[src/rtl/fifo_collect.sv]
// Serial-in, parallel-out collector: assembles DEPTH signed elements into a held vector.
// full is visible the cycle after the DEPTH-th accept; a new vector may start on the read edge. Writes while full are dropped and flagged in ovf.
module fifo_collect #(
   parameter int DEPTH = 8,
   parameter int BITS  = 8,
   localparam int CW   = $clog2(DEPTH + 1)
) (
   input  logic                   clk,
   input  logic                   rst_n,
   input  logic                   en,
   input  logic signed [BITS-1:0] d,
   input  logic                   rd,
   output logic signed [BITS-1:0] q [DEPTH],
   output logic                   full,
   output logic [CW-1:0]          count,
   output logic                   ovf
);

   typedef enum logic {FILL = 1'b0, FULL = 1'b1} state_t;

   state_t                 state_q, state_d;
   logic [CW-1:0]          count_q, count_d;
   logic                   ovf_q, ovf_d;
   logic signed [BITS-1:0] q_q [DEPTH];
   logic signed [BITS-1:0] q_d [DEPTH];

   always_comb begin
      state_d = state_q;
      count_d = count_q;
      ovf_d   = ovf_q;
      q_d     = q_q;
      case (state_q)
         FILL: begin
            // The write index is count itself; slots above count are never touched.
            if (en) begin
               for (int k = 0; k < DEPTH; k++) begin
                  if (count_q == CW'(k)) q_d[k] = d;
               end
               count_d = count_q + CW'(1);
               if (count_q == CW'(DEPTH - 1)) state_d = FULL;
            end
         end
         FULL: begin
            if (rd) begin
               count_d = '0;
               state_d = FILL;
               if (en) begin
                  q_d[0]  = d;
                  count_d = CW'(1);
               end
            end else if (en) begin
               ovf_d = 1'b1;
            end
         end
         default: state_d = FILL;
      endcase
   end

   always_ff @(posedge clk or negedge rst_n) begin
      if (!rst_n) begin
         state_q <= FILL;
         count_q <= '0;
         ovf_q   <= 1'b0;
         for (int k = 0; k < DEPTH; k++) q_q[k] <= '0;
      end else begin
         state_q <= state_d;
         count_q <= count_d;
         ovf_q   <= ovf_d;
         q_q     <= q_d;
      end
   end

   assign q     = q_q;
   assign full  = (state_q == FULL);
   assign count = count_q;
   assign ovf   = ovf_q;

endmodule

[config.mk]
export PLATFORM = sky130hd
export DESIGN_NAME = fifo_collect
export DESIGN_NICKNAME = d
export VERILOG_FILES = /design/src/rtl/fifo_collect.sv
export SDC_FILE = /design/constraint.sdc
export NUM_CORES = 1
export LEC_CHECK = 0
export CAP_MARGIN = 25
export CELL_PAD_IN_SITES_DETAIL_PLACEMENT = 0
export CELL_PAD_IN_SITES_GLOBAL_PLACEMENT = 1
export CORE_MARGIN = 8
export CORE_UTILIZATION = 41
export CTS_CLUSTER_DIAMETER = 120
export DETAILED_ROUTE_END_ITERATION = 8
export GPL_ROUTABILITY_DRIVEN = 0
export PLACE_DENSITY = 0.81
export REMOVE_ABC_BUFFERS = 1
export SLEW_MARGIN = 10
export SYNTH_ARGS = -nofsm -noshare
export SYNTH_HDL_FRONTEND = slang
export SYNTH_SLANG_ARGS = --single-unit
[constraint.sdc]
create_clock -name clk -period 2.8 [get_ports clk]
set_input_delay 0.56 -clock clk [delete_from_list [all_inputs] [get_ports clk]]
set_output_delay 0.56 -clock clk [all_outputs]
set_load 0.005 [all_outputs]
Word-level counts from Yosys, hierarchy flattened
Index checks and enable logic that the tools add are counted.
Widths: inputs -> output; s select.
- bits in registers: 70
- bits of input ports: 12
- output and inout port bits: 70
- logic and storage cells: 56
- add/subtract/negate cells: 1
- eq/ne operators: 11
- mux-type cells: 20
- bitwise operators: 2
- reductions and logical operators: 11
- operator list (operator ; count):
    $mux 8 ; 10
    $mux 64 ; 1
    $reduce_and 3->1 ; 8
    $eq 4x3->1 const B ; 4
    $pmux 8 s2 ; 1
    $eq 4x2->1 const B ; 2
    $mux 4 ; 2
    $ne 2x2->1 const B ; 4
    $pmux 4 s2 ; 1
    $add 4x1->4 const B ; 1
    $eq 4x1->1 const B ; 1
    $logic_not 4->1 ; 1
    $mux 1 ; 4
    $reduce_and 4->1 ; 1
    $not 1->1 ; 2
    $pmux 1 s2 ; 1
    $reduce_and 2->1 ; 1

Longest topological paths before layout
Gate-level depths: netlist of the first run.
- word-level depth: 4
- depth in mapped cells: 5
- depth with buffers taken out: 5

Least setup slack after synthesis of the first run
No wires, ideal clock.
- path type: register to register
- start point: reg state_q (netlist: full)
- end point: reg q_q (netlist bit q[10])
- setup time: 125 ps
- arrival: 1567 ps
- data required time: 2675 ps
- setup slack: 1108 ps
- cell stages (with the launch flop): 6
- path buffers: 2
- period minus slack after synthesis: 1692 ps
- path through: dfrtp_1 > buf_6 > or3b_1 > buf_6 > nor2_8 > mux2_2
- longest elaborated chain between the ends: 2
- ends and longest elaborated chain (item ; line ; text):
    start, declared ; 21 ; state_t state_q, state_d;
    start signal, assigned ; 66 ; state_q <= state_d;
    $not 1->1 (no source line) ; n/a ;
    $reduce_and 3->1 (no source line) ; n/a ;
    end signal, assigned ; 69 ; q_q <= q_d;
    end, declared ; 24 ; logic signed [BITS-1:0] q_q [DEPTH];
No other way between the ends.
A chain may end at the register's enable or synchronous reset.

Final worst setup path of the first run
- start point: in en
- end point: reg q_q (netlist bit q[41])
- longest elaborated chain between the ends: 1
- ends and longest elaborated chain (item ; line ; text):
    start, declared ; 10 ; input logic en,
    $reduce_and 3->1 (no source line) ; n/a ;
No other way between the ends.

==> results.yml, run 1 <==
run_status:
  run_status: "completed"
route:
  vias_per_cell: 5.09
  detail_route.first_pass.iterations: 4
  route.detailed.drc: 0
  route.antenna.remaining_nets: 0
  dr.first_iter.drc_count: 36
  detail_route.wirelength_um: 6700
  route.vias.total: 1787
  avgRoutedWirePerCell_um: 19.1
yosys:
  synth_largest_type_area_fraction_pct: 61.8
  post_synth_main_area_contributors: "sky130_fd_sc_hd__dfrtp_1 (62%), sky130_fd_sc_hd__mux2_2 (25%), sky130_fd_sc_hd__nor2_8 (2.8%)"
  post-synth-top-count-cell: "sky130_fd_sc_hd__dfrtp_1"
  post_synth.cell_area_avg_um2: 15.9
  synth_common_cells: "sky130_fd_sc_hd__dfrtp_1 (70), sky130_fd_sc_hd__mux2_2 (62), sky130_fd_sc_hd__nand2_1 (9)"
  synth.yosys.warnings: 0
  synth_ff_type: "sky130_fd_sc_hd__dfrtp_1"
  netlist.top_cell.by_area: "sky130_fd_sc_hd__dfrtp_1"
  ys_seq_elements: 70
  yosys.cell_types.count: 26
  syn-instance-count: 178
  async_flop_share_pct: 100
  post_synth_instance_area_um2: 2840
  synth_edf_count: 0
  synth_seq_area_share_pct: 61.8
sta:
  layout_min_cycle_time_ns: 2.06
  final-setup-viol-count: 0
  layout_worst_path_cycle_share_pct: 73.4
  worst_pin_slew_ns: 0.827
  fin_setup_tns_ns: 0
  max_slew_margin_pct: 44.8
  timing.fmax_ghz: 0.487
  finalClockSkew_ns: 0.00491
  drv_slew: 0
  holdWs_ns: 0.313
  setup_repair_after_global_routing_missed_its_margin: "no"
  hold_viol_final: 0
grt:
  initial_antenna_violation_count: 0
  global_route.overflow_total: 0
  grt_first_pass_wirelength_um: 10800
  global_route.usage.met1_pct: 17.2
  first_global_vias: 1890
  global_route.usage.met3_pct: 4.96
  gr-max-usage-layer: "met2"
  global_route.usage.total_pct: 14.4
  pin_count_of_the_biggest_net_entering_global_routing: 38
  grt_util_met2_pct: 23.3
cts:
  cts_buf_count: 9
  clk_latency_ns: 0.33
  cts.repair_timing.setup_buffer_count: 0
  clock-root-buffer: "sky130_fd_sc_hd__clkbuf_8"
  clk_pin_slew_worst_paths_ns: 0.08
  tritoncts_num_sinks: 70
  htree_num_levels: 3
  cts_hold_repair.buffers: 0
  cts_tree: "done"
  ctsResizeCount: 0
  clockBufferDepth: 2
placed_design:
  dp_cells: 336
  dpl.hpwl_um: 4720
  portBuffers: 81
power_and_ir_drop:
  combinationalPowerShare_pct: 42.0
  sequentialPowerShare_pct: 38.0
  proportion_of_total_power_due_to_net_switching_pct: 28.3
  static-leakage-power_nw: 1.73
  peakVddDrop_mv: 0.482
  switching_power_w: 0.00135
  clockPowerShare_pct: 20.0
  power.density_cell_area_nw_per_um2: 1210
  p_int_w: 0.00343
final_layout:
  synthToLayoutAreaGrowth_pct: 39.8
  antenna_cells: 0
  utilization_pct: 58.7
  drive_above_1_share_pct: 32.5
  finalNetCount: 283
  final-instance-count-excl-fill: 351
setup_path:
  worst_path_required_time_ns: 3.02
  worst-path-max-fanout: 10
  crit_type: "input port to register"
  cp-end-kind: "register"
  cp_data_arrival_time_ns: 2.27
  startpoint_type: "input port"
floorplanning:
  core-area_um2: 6760
  dieHeight_um: 99.2
  fp.dieW_um: 99.2
  floorplan.initialDensity_pct: 42.0
  io_count: 82
  placement_rows: 30
  dieArea_um2: 9830
hold_path:
  worstHoldPathType: "input port to async pin"
job:
  cap_violations: 0
[state kept, by name (all words and copies together), names as in the netlist]
name / count
full: 1
ovf: 1
count: 4
q: 64
[cell families after synthesis]
group           after synthesis  synth area share, %
mux                          65                 25.8
buf+inv                       6                 1.41
xor+xnor                      2                0.618
flops                        70                 61.8
compound gates                7                 1.59
fa+ha+maj                     4                 1.77
simple gates                 24                 7.06
[per-stage QoR]
step | setup slack (ns) | total power, W | cell area [um^2]
after global placement | 0.422 | 0.00385 | 3730
final | 0.745 | 0.00478 | 3960
after global routing | 0.668 | 0.00508 | 3960
after floorplan | 0.961 | 0.00260 | 2800
after detailed placement | 0.394 | 0.00389 | 3730
after CTS | 0.758 | 0.00487 | 3960
[final timing paths]
check	start	to	slack, ns	cells after the start
max	en	q[41]$_DFFE_PN0P_	0.74	4
min in group clk	ovf$_DFFE_PN0P_	ovf$_DFFE_PN0P_	0.48	1
max in group asynchronous	rst_n	q[4]$_DFFE_PN0P_	1.79	2
max reg2reg	full$_DFF_PN0_	q[22]$_DFFE_PN0P_	0.80	3
min reg2reg	ovf$_DFFE_PN0P_	ovf$_DFFE_PN0P_	0.48	1
min	rst_n	q[16]$_DFFE_PN0P_	0.31	1
[per-layer routing]
layer  up-vias  part of all wire (%)
met1       929                    43
met2        43                    50
li1        809                     -
met4         0                  0.75
met3         6                   6.9
met5         -                     0
[area by class of cell]
cell class                      instances  area (um^2)
Inverter                                2         7.51
Sequential cell                        70         1750
Multi-Input combinational cell        102         1040
Timing Repair Buffer                   82          826
Clock buffer                            9          124
Clock inverter                          6          111
Fill cell                             554         2790
Tap cell                               80          100
[cells in the final DEF, fill, tap and decap left out, drive strengths merged]
master | synthesis | layout
nand2 | 9 | 9
and2 | 1 | 1
dfrtp | 70 | 70
buf | 4 | 2
a211oi | 1 | 1
or3b | 1 | 1
clkbuf | 0 | 9
o22ai | 1 | 1
a21oi | 1 | 1
mux2 | 64 | 64
nand4 | 1 | 1
bufinv | 0 | 3
nor4b | 1 | 1
ha | 4 | 4
or2 | 1 | 1
nor2 | 8 | 8
nor2b | 1 | 1
a21o | 1 | 1
o21ai | 3 | 3
clkdlybuf4s50 | 0 | 80
clkinvlp | 0 | 1
mux2i | 1 | 1
inv | 2 | 2
xor2 | 2 | 2
clkinv | 0 | 2
or3 | 1 | 1
[power groups by stage]
stage | sequential (W) | clock [W] | combinational (W)
final | 0.00182 | 0.000954 | 0.00201
after CTS | 0.00183 | 0.000985 | 0.00206
after global placement | 0.00182 | 0 | 0.00204
after global routing | 0.00190 | 0.00102 | 0.00216
after detailed placement | 0.00184 | 0 | 0.00205
after floorplan | 0.00184 | 0 | 0.000759
[worst max-delay path, stage by stage]
cell	delay, ns
sky130_fd_sc_hd__clkdlybuf4s50_1	0.70
sky130_fd_sc_hd__nand2_1	0.27
sky130_fd_sc_hd__nor2_4	0.37
sky130_fd_sc_hd__mux2_2	0.38
No activity file was read; power rests on OpenSTA's default activity.
==> inputs of run 2 (changes only) <==
CORE_UTILIZATION = 38   (was 41)
PLACE_DENSITY = 0.76   (was 0.81)
clock period = 2.1 ns   (was 2.8 ns; I/O delays follow)
==> run 2 against run 1 <==
Net effect:
- cell area up 1.3%
- critical endpoint is now full
- clock skew grew 0.0056 ns
- sequential share of layout area fell by 0.55 points
- power up 29%
- highest routed layer unchanged
- combinational power grew 36%
- worst hold slack improved by 0.15 ns
- first-iteration DRC count rose by 31%
- sequential power grew 32%
==> results.yml, run 2 (synthesis gave the netlist of run 1 again) <==
sta:
  max_slew_margin_pct: 73.4
  fin_setup_tns_ns: 0
  setup_repair_after_global_routing_missed_its_margin: "no"
  holdWs_ns: 0.458
  hold_viol_final: 0
  final-setup-viol-count: 0
  timing.fmax_ghz: 0.555
  finalClockSkew_ns: 0.0105
  layout_min_cycle_time_ns: 1.80
  layout_worst_path_cycle_share_pct: 85.8
  drv_slew: 0
  worst_pin_slew_ns: 0.398
final_layout:
  drive_above_1_share_pct: 34.8
  synthToLayoutAreaGrowth_pct: 41.6
  finalNetCount: 293
  final_design_area_no_fill_um2: 4010
  most_common_library_cell_in_the_layout_ignoring_fill_and_taps: "sky130_fd_sc_hd__clkdlybuf4s50_1"
  largest_register_ff_count: 64
  antenna_cells: 0
  final-instance-count-excl-fill: 381
  mostFrequentLayoutCells: "sky130_fd_sc_hd__clkdlybuf4s50_1 (80), sky130_fd_sc_hd__dfrtp_1 (70), sky130_fd_sc_hd__mux2_2 (62)"
cts:
  clockBufferDepth: 2
  tritoncts_num_sinks: 70
  clk_latency_ns: 0.34
  clk_pin_slew_worst_paths_ns: 0.08
  cts_hold_repair.buffers: 1
  cts_buf_count: 9
  htree_num_levels: 3
  ctsResizeCount: 0
  cts.repair_timing.setup_buffer_count: 0
  clock-root-buffer: "sky130_fd_sc_hd__clkbuf_8"
  cts_tree: "done"
power_and_ir_drop:
  totalPowerFinal_w: 0.00615
  combinationalPowerShare_pct: 44.4
  proportion_of_total_power_due_to_net_switching_pct: 30.4
  sequentialPowerShare_pct: 39.3
  peakVddDrop_mv: 0.665
  power.density_cell_area_nw_per_um2: 1530
  clockPowerShare_pct: 16.3
  p_int_w: 0.00428
  switching_power_w: 0.00187
  static-leakage-power_nw: 1.75
placed_design:
  placedInstanceArea_um2: 3820
  dpl.hpwl_um: 4940
  portBuffers: 81
  dp_cells: 364
route:
  detail_route.first_pass.iterations: 4
  detail_route.wirelength_um: 6790
  avgRoutedWirePerCell_um: 17.8
  route.vias.total: 1795
  wl_met3_um: 605
  route.antenna.remaining_nets: 0
  dr.first_iter.drc_count: 47
  met2WireLength_um: 3080
  vias_per_cell: 4.71
  top_signal_layer_used: "met4"
  route.layer.met1.wl_um: 3020
  route.detailed.drc: 0
setup_path:
  crit-reg2reg-launch: "count[2]$_DFFE_PN0P_"
  crit_type: "register to output pin"
  timing.rr.end: "q[53]$_DFFE_PN0P_"
  crit_start: "full$_DFF_PN0_"
  cp-end-kind: "output pin"
  worst-path-max-fanout: 10
  timing.reg2reg.worst_path_depth: 3
  startpoint_type: "register"
  regToRegSetupSlack_ns: 0.32
  cp_data_arrival_time_ns: 1.38
  worst_path_required_time_ns: 1.68
job:
  cap_violations: 0
floorplanning:
  dieArea_um2: 10500
  io_count: 82
  dieHeight_um: 102
  fp.dieW_um: 102
  core-area_um2: 7250
  placement_rows: 31
  floorplan.initialDensity_pct: 39.1
grt:
  first_global_vias: 1963
  initial_antenna_violation_count: 0
  pin_count_of_the_biggest_net_entering_global_routing: 30
  grt_first_pass_wirelength_um: 10900
  global_route.overflow_total: 0
  global_route.usage.total_pct: 13.8
hold_path:
  hold-path-cell-count: 1
  hold_path_end: "ovf$_DFFE_PN0P_"
  worstHoldPathType: "register to register"
  holdCritStartpoint: "ovf$_DFFE_PN0P_"
run_status:
  run_status: "completed"
==> run 2: per-stage QoR <==
step	utilization [%]	setup WS, ns
after floorplan	-	0.261
after global placement	52.7	0.123
after detailed placement	52.7	0.115
after CTS	55.3	0.278
after global routing	55.3	0.230
final	55.3	0.299
==> run 2: area by class of cell <==
class                      instances  area [um^2]
fill                             633         3240
sequential                        70         1750
multi-input combinational        102         1040
timing repair buffer              92          906
clock buffer                       9          124
tap                               99          124
clock inverter                     7         57.6
inverter                           2         7.51
==> run 2: critical path, stage by stage (launching register included) <==
cell and delay (ns):
sky130_fd_sc_hd__dfrtp_1 0.37, sky130_fd_sc_hd__buf_4 0.16, sky130_fd_sc_hd__clkdlybuf4s50_1 0.51
==> run 2: power groups by stage <==
stage | Sequential, W | Combinational, W | Clock, W
5_1_grt | 0.00251 | 0.00295 | 0.00110
4_1_cts | 0.00243 | 0.00280 | 0.00104
2_1_floorplan | 0.00246 | 0.00101 | 0
3_3_place_gp | 0.00244 | 0.00275 | 0
3_5_place_dp | 0.00245 | 0.00279 | 0
6_report | 0.00241 | 0.00273 | 0.00100
==> run 2: worst max-delay path by stage <==
| stage | slack, ns | cells past startpoint | end |
|---|---|---|---|
| after detailed placement | 0.12 | 5 | q[33]$_DFFE_PN0P_ |
| after floorplan | 0.26 | 3 | q[10]$_DFFE_PN0P_ |
| after global routing | 0.23 | 2 | full |
| after global placement | 0.12 | 5 | q[33]$_DFFE_PN0P_ |
| after CTS | 0.28 | 1 | count[1] |
| final | 0.30 | 2 | full |
==> run 2: layer usage <==
metal  track usage [%]  vias up
li1                  -      829
met1              17.8      907
met2              20.6       51
met3              4.70        8
met4              5.64        0
met5                 0        -
